--- src/rtl/alu_sweep_driver.sv ---
// Sweeps every ALU opcode over one latched operand pair.
// Captures {v,z,f} per opcode into a readable result buffer.
//
// Ports:
//   clk, rst            clock, async active-high reset
//   start, a_in, b_in   sweep request and operands (taken in IDLE)
//   busy, done          status; done is a one-cycle pulse
//   alu_a/b/sel         registered drive to the ALU
//   alu_f/v/z           ALU result and flags
//   rd_addr, rd_data    combinational result-buffer read
//   v_count, z_count    flag tallies of the current/last sweep
module alu_sweep_driver #(
  parameter int W          = 3,
  parameter int FW         = 5,
  parameter int NUM_OPS    = 11,
  parameter int SETTLE_CYC = 1
) (
  input  logic          clk,
  input  logic          rst,
  input  logic          start,
  input  logic [W-1:0]  a_in,
  input  logic [W-1:0]  b_in,
  output logic          busy,
  output logic          done,
  output logic [W-1:0]  alu_a,
  output logic [W-1:0]  alu_b,
  output logic [3:0]    alu_sel,
  input  logic [FW-1:0] alu_f,
  input  logic          alu_v,
  input  logic          alu_z,
  input  logic [3:0]    rd_addr,
  output logic [FW+1:0] rd_data,
  output logic [3:0]    v_count,
  output logic [3:0]    z_count
);

  localparam int CW =
    (SETTLE_CYC < 2) ? 1 : $clog2(SETTLE_CYC + 1);
  localparam logic [CW-1:0] SET_LD = CW'(SETTLE_CYC);
  localparam logic [3:0] LAST = 4'(NUM_OPS - 1);
  localparam logic [3:0] NOPS = 4'(NUM_OPS);

  typedef enum logic [1:0] {
    S_IDLE,
    S_SETTLE,
    S_CAPTURE,
    S_DONE
  } state_t;

  state_t        state_q, state_d;
  logic [CW-1:0] cnt_q, cnt_d;
  logic [W-1:0]  a_q, a_d;
  logic [W-1:0]  b_q, b_d;
  logic [3:0]    sel_q, sel_d;
  logic [3:0]    vc_q, vc_d;
  logic [3:0]    zc_q, zc_d;
  logic          cap;

  logic [FW+1:0] res_q [NUM_OPS];

  always_ff @(posedge clk or posedge rst) begin
    if (rst) begin
      state_q <= S_IDLE;
      cnt_q   <= '0;
      a_q     <= '0;
      b_q     <= '0;
      sel_q   <= '0;
      vc_q    <= '0;
      zc_q    <= '0;
    end else begin
      state_q <= state_d;
      cnt_q   <= cnt_d;
      a_q     <= a_d;
      b_q     <= b_d;
      sel_q   <= sel_d;
      vc_q    <= vc_d;
      zc_q    <= zc_d;
    end
  end

  always_comb begin
    state_d = state_q;
    cnt_d   = cnt_q;
    a_d     = a_q;
    b_d     = b_q;
    sel_d   = sel_q;
    vc_d    = vc_q;
    zc_d    = zc_q;
    unique case (state_q)
      S_IDLE: begin
        if (start) begin
          a_d     = a_in;
          b_d     = b_in;
          sel_d   = '0;
          vc_d    = '0;
          zc_d    = '0;
          cnt_d   = SET_LD;
          state_d = S_SETTLE;
        end
      end
      S_SETTLE: begin
        // cnt holds the remaining settle cycles incl. this one
        if (cnt_q == CW'(1)) state_d = S_CAPTURE;
        else cnt_d = cnt_q - CW'(1);
      end
      S_CAPTURE: begin
        vc_d = vc_q + {3'b000, alu_v};
        zc_d = zc_q + {3'b000, alu_z};
        if (sel_q == LAST) begin
          state_d = S_DONE;
        end else begin
          sel_d   = sel_q + 4'd1;
          cnt_d   = SET_LD;
          state_d = S_SETTLE;
        end
      end
      S_DONE: state_d = S_IDLE;
      default: state_d = S_IDLE;
    endcase
  end

  always_comb begin
    busy = (state_q != S_IDLE);
    done = (state_q == S_DONE);
    cap  = (state_q == S_CAPTURE);
  end

  always_ff @(posedge clk or posedge rst) begin
    if (rst) begin
      for (int i = 0; i < NUM_OPS; i++)
        res_q[i] <= '0;
    end else if (cap) begin
      res_q[sel_q] <= {alu_v, alu_z, alu_f};
    end
  end

  always_comb begin
    rd_data = '0;
    if (rd_addr < NOPS) rd_data = res_q[rd_addr];
  end

  assign alu_a   = a_q;
  assign alu_b   = b_q;
  assign alu_sel = sel_q;
  assign v_count = vc_q;
  assign z_count = zc_q;

endmodule
--- config.mk ---
export PLATFORM = sky130hd
export DESIGN_NAME = alu_sweep_driver
export DESIGN_NICKNAME = d
export VERILOG_FILES = /design/src/rtl/alu_sweep_driver.sv
export SDC_FILE = /design/constraint.sdc
export NUM_CORES = 1
export LEC_CHECK = 0
export CORE_MARGIN = 2
export CORE_UTILIZATION = 50
export DETAILED_ROUTE_END_ITERATION = 16
export PLACE_DENSITY = 0.72
export SYNTH_ARGS = -nofsm -noshare
export SYNTH_HDL_FRONTEND = slang
export SYNTH_SLANG_ARGS = --single-unit
--- constraint.sdc ---
create_clock -name clk -period 3.5 [get_ports clk]
set_input_delay 0.35 -clock clk [delete_from_list [all_inputs] [get_ports clk]]
set_output_delay 0.35 -clock clk [all_outputs]
set_load 0.05 [all_outputs]
==> summary.txt, run 1 <==
Setup repair after global routing missed its margin: no
Hold Vio Cnt, Final: 0
DP Area: 5181 µm²
Critical path launch point: rd_addr[0]
Flip-flop cell with the highest count after synthesis: dfrtp_1
Clk Latency, worst-skew pair: 370 ps
Ratio of routed vias to standard cells: 5.796
Clock sinks: 98
Effective utilization at floorplan: 51.10%
Shortest period the worst path allows: 2859 ps
Number of slew-limit violations in the final report: 0
Synthesized area per cell: 13.72 µm²
Cell with the largest stage delay on the worst path: clkdlybuf4s50_1
Resize count post-CTS: 0
Highest ir drop seen on vdd: 0.4099 mV
Overall track demand over capacity in global routing: 21.03%
Fraction of layout cells with a size suffix above 1: 33.59%
Nature of the critical path startpoint: input pin
Max-Slew Margin vs Limit: 49.81%
Area of all placed cells without fillers: 5375 µm²
Number of optimization iterations in the first detailed-route pass: 4
Number of buffers added by the clock tree synthesis step: 9
Antenna violations before repair: 0
Final period util: 81.68%
Nets: 407
DRT iter0 DRCs: 71
Commonest cells in the netlist: dfrtp_1, mux2_2, mux2i_1
Pin count of the biggest net entering global routing: 60
N_diodes: 0
Fraction of the mapped netlist area in compound gates: 6.581%
Remaining global-route overflow: 0
Vertical die dimension: 100.7 µm
Detailed-placement wirelength estimate: 6526 µm
Worst-case register-to-register setup slack: 1560 ps
Gate count after technology mapping: 341
Clock-pin slew on the worst setup and hold paths: 100 ps
I/O pin count: 47
Final Routed Wirelength: 9674 µm
Syn Nets: 369
Maximum buffer depth of the clock tree: 2
Mapped cell area: 4677 µm²
Outcome: finished, final reports clean
Power density relative to cell area: 729.5 nW/µm²
Cell type with the highest aggregate area in the netlist: dfrtp_1
Wire length of the first global-routing pass: 16,150 µm
Number of buffers and inverters on the critical path: 3
Number of input and output port buffers inserted: 46
Area of the placeable core: 9153 µm²
Setup TNS after final layout: 0 ps
Number of distinct standard cells referenced by the synthesized netlist: 42
Worst setup path endpoint: rd_data[5]
Number of enable flip-flop cells after synthesis: 0
Final count of negative-setup-slack endpoints: 0
Hold WC Path Type: input pin to asynchronous set/reset pin
Most frequently used cell type in the post-synthesis netlist: dfrtp_1
Via count of the first global-routing pass: 3,019
Leakage power: 2.295 nW
Crit path depth: 6
Horiz. Die Dim: 100.7 µm
TritonCTS clock tree: yes
Average wire per standard cell: 19.54 µm
Highest net fanout along the worst path: 23
Ys async rst share: 100.0%
Setup bufs post-CTS: 0
Ranking of synthesized cells by area: dfrtp_1, mux2_2, mux2i_1, mux4_2, ha_1
Total Die Area: 10,140 µm²
Clock tree skew after final layout: 10.57 ps
Maximum Capacitance Violations: 0
Cell chain of the critical path: clkdlybuf4s50_1 -> buf_12 -> nor2b_1 -> o2bb2ai_1 -> a22o_1 -> buf_4
Fillers: 737
Proportion of synthesized area in mux cells: 27.93%
Category of the most critical setup path: input pin to output port
Reg2reg path depth: 3
Post-synthesis adder-cell area fraction: 2.140%
Crit Reg-Reg Startpoint: state_q[1]
Number of warning messages in the yosys log: 0
Total number of placement rows: 35
Largest stage delay on the critical path: 860 ps
Max H-tree Level: 3
Area grow syn2layout: 14.93%
Worst path arrival time: 2510 ps
Total DRC errors in the routed layout: 0
Sequential fraction of the synthesis area: 52.43%
Vias post-DR: 2,869
F_max: 0.3498 GHz
Worst setup EP type: output port
Worst Tran Pin Value: 751.4 ps
Critical R2R Capture: res_q[23]
Data required time at the worst endpoint: 3150 ps
Hold-fix buffers, CTS: 0
Main combinational cell family by area after synthesis: multiplexers
Fraction of synthesized cell area taken by the top area cell type: 52.43%
Placer Congestion: 0.8029
CTS root buf: clkbuf_8
CP top delay family: buffers and inverters
Yosys reg bits: 98
Synth Area in Simple Gates: 7.143%
Antenna-violating nets left: 0
Parity-gate share of the synthesized area counting xor and xnor cells: 0.7491%
==> cell families after synthesis <==
kind of cell	after synthesis
mux	111
flops	98
simple gates	53
compound gates	39
buf+inv	28
fa+ha+maj	8
xor+xnor	4
==> cell type report <==
cell class	instances	area [µm²]	area share [%]
clock buffers	10	137.6	2.561
multi-input cells	215	2083	38.76
flip-flops and latches	98	2452	45.62
well taps	111	138.9	2.584
clock inverters	6	56.30	1.047
repair buffers	50	485.5	9.032
inverters	5	21.27	0.3957
==> how the worst min path moves through the flow <==
stage,start,to,cells past startpoint
after floorplan,cnt_q,cnt_q,1
after global routing,rst,res_q[60],2
final,rst,res_q[60],2
after CTS,rst,res_q[60],2
after global placement,cnt_q,cnt_q,1
after detailed placement,cnt_q,cnt_q,1
==> sequential cells by signal, summed over array words and instances (netlist names) <==
register and cells:
res_q 77, alu_sel 4, v_count 4, z_count 4
alu_a 3, alu_b 3, state_q 2, cnt_q 1
==> through the flow <==
step	total power, W	cells	worst slack [ps]	utilization [%]	hold WS, ps
global placement	0.003180	479	634.9	56.61	466.8
detailed placement	0.003229	479	627.8	56.61	478.8
CTS	0.003959	495	625.3	58.73	467.8
finish	0.003921	495	641.2	58.73	455.6
floorplan	0.002829	341	587.9	-	450.8
global route	0.004155	495	506.8	58.73	516.2
==> cells in the final DEF, fill, tap and decap left out, types with 2 or more instances in the layout <==
| master | netlist | final |
|---|---|---|
| a21o_1 | 2 | 2 |
| a21oi_1 | 3 | 3 |
| a221oi_1 | 7 | 7 |
| a22o_1 | 9 | 9 |
| and4bb_2 | 2 | 2 |
| buf_4 | 3 | 10 |
| clkbuf_8 | 0 | 10 |
| clkdlybuf4s50_1 | 0 | 39 |
| dfrtp_1 | 98 | 98 |
| ha_1 | 8 | 8 |
| inv_1 | 5 | 4 |
| inv_6 | 0 | 2 |
| inv_8 | 0 | 2 |
| mux2_2 | 82 | 82 |
| mux2i_1 | 21 | 21 |
| mux4_2 | 6 | 6 |
| nand2_1 | 12 | 12 |
| nand2_2 | 6 | 6 |
| nand2b_1 | 8 | 8 |
| nand3_1 | 4 | 4 |
| nand3b_1 | 4 | 4 |
| nor2_1 | 6 | 6 |
| nor2b_1 | 3 | 3 |
| o21ai_0 | 6 | 6 |
| o2bb2ai_1 | 8 | 8 |
| or3_1 | 2 | 2 |
| xnor2_1 | 2 | 2 |
| xor2_1 | 2 | 2 |
==> report_power, final <==
group / internal (W) / switching, W
logic: 0.000679 / 0.000740
registers: 0.00152 / 0.000261
clock network: 0.000294 / 0.000428
==> layer usage <==
layer,vias up,wire length (µm),track usage [%]
li1,1318,-,-
met1,1482,4729,30.75
met2,59,4488,31.74
met3,10,335,4.438
met4,0,120,6.217
met5,-,0,0
Power figures use the tool's default switching activity.
==> run 2, diff against run 1 <==
clock period = 2.9 ns   (was 3.5 ns; I/O delays follow)
==> run 2 against run 1 <==
Cell count up 0.81%. Setup slack worse by 210 ps. Non-clock buffer count rose by 4. Global-route usage is 0.83 points higher. Critical path type unchanged. Highest routed layer unchanged.
==> summary.txt, run 2 (synthesized netlist as in run 1, its figures left out) <==
Clock-pin slew on the worst setup and hold paths: 100 ps (about the same)
Total DRC errors in the routed layout: 0 (unchanged)
Worst path arrival time: 2180 ps (-330 ps)
Final period util: 85.18%
Number of optimization iterations in the first detailed-route pass: 4 (unchanged)
Register ranked first by flip-flop count: res_q
Clock sinks: 98 (unchanged)
Area of all placed cells without fillers: 5446 µm² (+1.3%)
Ratio of routed vias to standard cells: 5.862 (+1.1%)
Detailed-placement wirelength estimate: 6878 µm (+5.4%)
Maximum Capacitance Violations: 0 (unchanged)
Clock tree skew after final layout: 15.18 ps (+4.610 ps)
Hold Vio Cnt, Final: 0 (unchanged)
TritonCTS clock tree: yes
DP Area: 5224 µm² (+0.82%)
Number of buffers added by the clock tree synthesis step: 9 (unchanged)
Power density relative to cell area: 897.7 nW/µm² (+23%)
Clk Latency, worst-skew pair: 370 ps (about the same)
Highest ir drop seen on vdd: 0.5381 mV (+31%)
Data required time at the worst endpoint: 2610 ps (-540 ps)
Resize count post-CTS: 0 (unchanged)
Setup bufs post-CTS: 0 (unchanged)
Effective utilization at floorplan: 51.10% (unchanged)
Antenna-violating nets left: 0 (unchanged)
Total number of placement rows: 35 (unchanged)
Average wire per standard cell: 20.20 µm (+3.3%)
Most common cell after layout, fill and taps aside: dfrtp_1
Final count of negative-setup-slack endpoints: 0 (unchanged)
Total Die Area: 10,140 µm² (unchanged)
Placer Congestion: 0.7643 (-4.8%)
Hold-fix buffers, CTS: 0 (unchanged)
F_max: 0.4048 GHz
I/O pin count: 47 (unchanged)
Area grow syn2layout: 16.45%
Number of input and output port buffers inserted: 46 (unchanged)
DRT iter0 DRCs: 84 (+18%)
Max reg flops: 77 (unchanged)
Antenna violations before repair: 0 (unchanged)
Global-route met1 utilization: 30.90% (+0.16 points)
M3 GR Usage: 4.646% (+0.21 points)
Routing layer with the top usage in global route: met2
GR Util met2: 34.41% (+2.7 points)
CTS root buf: clkbuf_8
Outcome: finished, final reports clean
Maximum buffer depth of the clock tree: 2 (unchanged)
Worst setup EP type: output port
Area of the placeable core: 9153 µm² (unchanged)
Final Routed Wirelength: 10,080 µm (+4.2%)
Vias post-DR: 2,925 (+2.0%)
Fillers: 727 (-1.4%)
Remaining global-route overflow: 0 (unchanged)
Pin count of the biggest net entering global routing: 51 (-15%)
Shortest period the worst path allows: 2470 ps
Max-Slew Margin vs Limit: 51.97% (+2.2 points)
Number of standard cells in the layout, taps in and fillers out: 499 (+0.81%)
Max H-tree Level: 3 (unchanged)
Vertical die dimension: 100.7 µm (unchanged)
Number of slew-limit violations in the final report: 0 (unchanged)
Nature of the critical path startpoint: input pin
Nets: 411 (+0.98%)
Fraction of the core area covered by cells at the end of the flow: 59.51% (+0.78 points)
Hold WC Path Type: input pin to asynchronous set/reset pin
Worst-case register-to-register setup slack: 970 ps (-590 ps)
Worst Tran Pin Value: 718.9 ps (-32.46 ps)
Highest net fanout along the worst path: 30 (+30%)
Horiz. Die Dim: 100.7 µm (unchanged)
Category of the most critical setup path: input pin to output port
Leakage power: 2.333 nW (+1.7%)
Wire length of the first global-routing pass: 16,880 µm (+4.5%)
Leading cell types in the layout, fill and taps excluded: dfrtp_1, mux2_2, clkdlybuf4s50_1
Setup repair after global routing missed its margin: no
# placed instances: 483 (+0.84%)
N_diodes: 0 (unchanged)
Fraction of layout cells with a size suffix above 1: 34.28% (+0.68 points)
Via count of the first global-routing pass: 3,160 (+4.7%)
Setup TNS after final layout: 0 ps (unchanged)
Overall track demand over capacity in global routing: 21.85% (+0.83 points)
==> run 2: cell types whose count changed in the layout (fill, tap and decap cells not counted), sizes merged <==
cell,before,now
clkbuf,10,9
clkinv,1,2
bufinv,0,2
buf,11,15
inv,9,7
==> run 2: cell type report <==
class | instances | area (µm²) | area share, %
flip-flops and latches | 98 | 2452 | 45.03
multi-input cells | 215 | 2083 | 38.25
repair buffers | 54 | 528.0 | 9.694
well taps | 111 | 138.9 | 2.550
clock buffers | 9 | 123.9 | 2.274
clock inverters | 7 | 98.84 | 1.815
inverters | 5 | 21.27 | 0.3905
==> run 2: report_power, final <==
group          internal (W)  switching, W
registers           0.00183      0.000327
logic              0.000830      0.000900
clock network      0.000492      0.000505
total               0.00316       0.00173
==> run 2: per-stage QoR <==
step | setup slack (ps) | hold slack, ps | total power, W
final | 429.7 | 354.0 | 0.004889
after global routing | 318.1 | 403.0 | 0.005156
after CTS | 419.8 | 380.4 | 0.004926
after detailed placement | 419.8 | 482.8 | 0.003928
after global placement | 440.7 | 466.8 | 0.003858
after floorplan | 47.93 | 441.6 | 0.003415
==> run 2: critical path: stages <==
cell	delay [ps]
clkdlybuf4s50_1	500
buf_12	230
mux4_2	540
nand2b_1	170
a22o_1	240
buf_4	190
==> run 2: routing by layer <==
metal  wire (µm)  vias up
met3         346        9
met2        4777       52
met1        4838     1529
li1            -     1335
met4         114        0
met5           0        -
==> run 2: worst paths after layout <==
check | from | to | depth (start not counted)
hold / removal | rst | res_q[61] | 2
hold reg to reg | res_q[46] | res_q[46] | 1
max in group asynchronous | rst | alu_sel[2] | 3
min in group clk | res_q[46] | res_q[46] | 1
setup / recovery | rd_addr[0] | rd_data[0] | 6
setup reg to reg | alu_sel[0] | res_q[26] | 4
==> run 3, diff against run 2 <==
CAP_MARGIN = 30   (was unset)
clock period = 3 ns   (was 2.9 ns; I/O delays follow)
==> run 3 against run 2 <==
Clock skew fell by 1.9 ps. Sequential power down 4%. Global-route usage is 0.54 points lower. Hold slack worse by 100 ps. Via count decreased by 0.82%. Clock power shrank 5.2%. Wire length down 2.7%. Combinational power down 4%. First-iteration DRC count grew 18%. Total power shrank 4.0%. Critical endpoint is now done. Count of clock-buffer cells in the layout is the same. Cell count is the same.
==> summary.txt, run 3 (synthesized netlist as in run 1, its figures left out) <==
Outcome: finished, final reports clean
Final period util: 82.34%
Horiz. Die Dim: 100.7 µm (unchanged)
Wire length of the first global-routing pass: 16,150 µm (-4.3%)
Area of the multi-input gates: 2083 µm² (unchanged)
Number of optimization iterations in the first detailed-route pass: 4 (unchanged)
Overall track demand over capacity in global routing: 21.32% (-0.54 points)
Switching component of the power: 0.001705 W (-1.6%)
Pin count of the biggest net entering global routing: 46 (-9.8%)
Cell internal pwr: 0.002987 W (-5.4%)
Nature of the critical path startpoint: flip-flop
Maximum buffer depth of the clock tree: 2 (unchanged)
Final Routed Wirelength: 9804 µm (-2.7%)
Number of input and output port buffers inserted: 46 (unchanged)
Sequential Area: 2452 µm² (unchanged)
Remaining global-route overflow: 0 (unchanged)
I/O pin count: 47 (unchanged)
F_max: 0.4048 GHz
Highest net fanout along the worst path: 15 (-50%)
Data required time at the worst endpoint: 2700 ps (+90 ps)
Max reg flops: 77 (unchanged)
Power share of the clock group: 20.2% (-0.2 points)
Clock tree skew after final layout: 13.27 ps (-1.914 ps)
Effective utilization at floorplan: 51.10% (unchanged)
Highest ir drop seen on vdd: 0.4993 mV (-7.2%)
Clock sinks: 98 (unchanged)
N_diodes: 0 (unchanged)
Worst path arrival time: 2170 ps (about the same)
Antenna violations before repair: 0 (unchanged)
Share of total power in combinational logic: 35.4% (about the same)
Ratio of routed vias to standard cells: 5.814 (-0.82%)
Nets: 411 (unchanged)
Clock-pin slew on the worst setup and hold paths: 110 ps (about the same)
CTS root buf: clkbuf_8
Area of the placeable core: 9153 µm² (unchanged)
Total number of placement rows: 35 (unchanged)
Number of buffers added by the clock tree synthesis step: 9 (unchanged)
Worst Tran Pin Value: 741.5 ps (+22.61 ps)
Total Die Area: 10,140 µm² (unchanged)
Most common cell after layout, fill and taps aside: dfrtp_1
Register ranked first by flip-flop count: res_q
Setup bufs post-CTS: 0 (unchanged)
Fillers: 744 (+2.3%)
Hold WC Path Type: input pin to asynchronous set/reset pin
Fraction of layout cells with a size suffix above 1: 34.28% (unchanged)
Via count of the first global-routing pass: 3,035 (-4.0%)
Setup TNS after final layout: 0 ps (unchanged)
Placer Congestion: 0.7645 (about the same)
Detailed-placement wirelength estimate: 6673 µm (-3.0%)
Worst-case register-to-register setup slack: 1060 ps (+90 ps)
Power density relative to cell area: 864.1 nW/µm² (-3.7%)
Average wire per standard cell: 19.65 µm (-2.7%)
Clk Latency, worst-skew pair: 380 ps (about the same)
Relative contribution of sequential cells to total power: 44.4% (+0.2 points)
DRT iter0 DRCs: 99 (+18%)
Met2 routed WL: 4631 µm (-3.1%)
Max-Slew Margin vs Limit: 50.46% (-1.5 points)
Worst setup EP type: output port
Vertical die dimension: 100.7 µm (unchanged)
TritonCTS clock tree: yes
Area grow syn2layout: 16.10%
Total power of the final layout: 0.004692 W (-4.0%)
Leakage power: 2.329 nW (-0.16%)
Antenna-violating nets left: 0 (unchanged)
Highest routed layer: met4
Hold-fix buffers, CTS: 0 (unchanged)
Vias post-DR: 2,901 (-0.82%)
Setup repair after global routing missed its margin: no
Number of slew-limit violations in the final report: 0 (unchanged)
Max H-tree Level: 3 (unchanged)
Shortest period the worst path allows: 2470 ps
Final count of negative-setup-slack endpoints: 0 (unchanged)
Resize count post-CTS: 0 (unchanged)
Category of the most critical setup path: flip-flop to output port
Wire length on met1: 4699 µm (-2.9%)
Maximum Capacitance Violations: 0 (unchanged)
Amount of wire on met3 after detailed routing: 335 µm (-3.2%)
Leading cell types in the layout, fill and taps excluded: dfrtp_1, mux2_2, clkdlybuf4s50_1
Total DRC errors in the routed layout: 0 (unchanged)
Switching fraction of total power: 36.35% (+0.91 points)
Hold Vio Cnt, Final: 0 (unchanged)
[run 3: path summary, 6_finish.rpt]
path | to | depth (start not counted) | start
setup / recovery | done | 2 | state_q[0]
hold / removal | res_q[9] | 2 | rst
setup reg to reg | res_q[27] | 3 | state_q[1]
hold reg to reg | cnt_q | 1 | cnt_q
max in group asynchronous | z_count[0] | 3 | rst
min in group clk | cnt_q | 1 | cnt_q
[run 3: per-stage QoR]
step	utilization, %	instance area [µm²]	hold slack [ps]	worst slack [ps]	instances
global route	59.33	5430	287.5	385.0	499
floorplan	-	4677	450.8	137.9	341
global placement	56.94	5211	467.2	544.9	483
finish	59.33	5430	253.0	529.9	499
detailed placement	56.94	5211	477.8	523.8	483
CTS	59.33	5430	258.9	519.4	499
[run 3: worst max-delay path, stage by stage, from the launching register on]
cell and delay [ps]:
dfrtp_1 730, and2_1 250, clkdlybuf4s50_1 810
[run 3: cell type report]
cell class | count | share of cell area, %
timing repair buffer | 54 | 9.493
tap | 111 | 2.558
multi-input combinational | 215 | 38.36
sequential | 98 | 45.16
inverter | 5 | 0.3917
clock inverter | 7 | 1.751
clock buffer | 9 | 2.281
[run 3: per-layer routing]
| layer | GRT usage (%) | vias to the layer above |
|---|---|---|
| li1 | - | 1334 |
| met1 | 30.20 | 1510 |
| met2 | 32.82 | 47 |
| met3 | 4.369 | 10 |
| met4 | 7.376 | 0 |
| met5 | 0 | - |
[run 3: power by group through the flow]
stage | sequential (W) | combinational, W | clock [W]
floorplan | 0.00225 | 0.00105 | 0
global placement | 0.00209 | 0.00163 | 0
detailed placement | 0.00211 | 0.00168 | 0
CTS | 0.00209 | 0.00168 | 0.000959
global route | 0.00215 | 0.00179 | 0.00102
finish | 0.00208 | 0.00166 | 0.000946
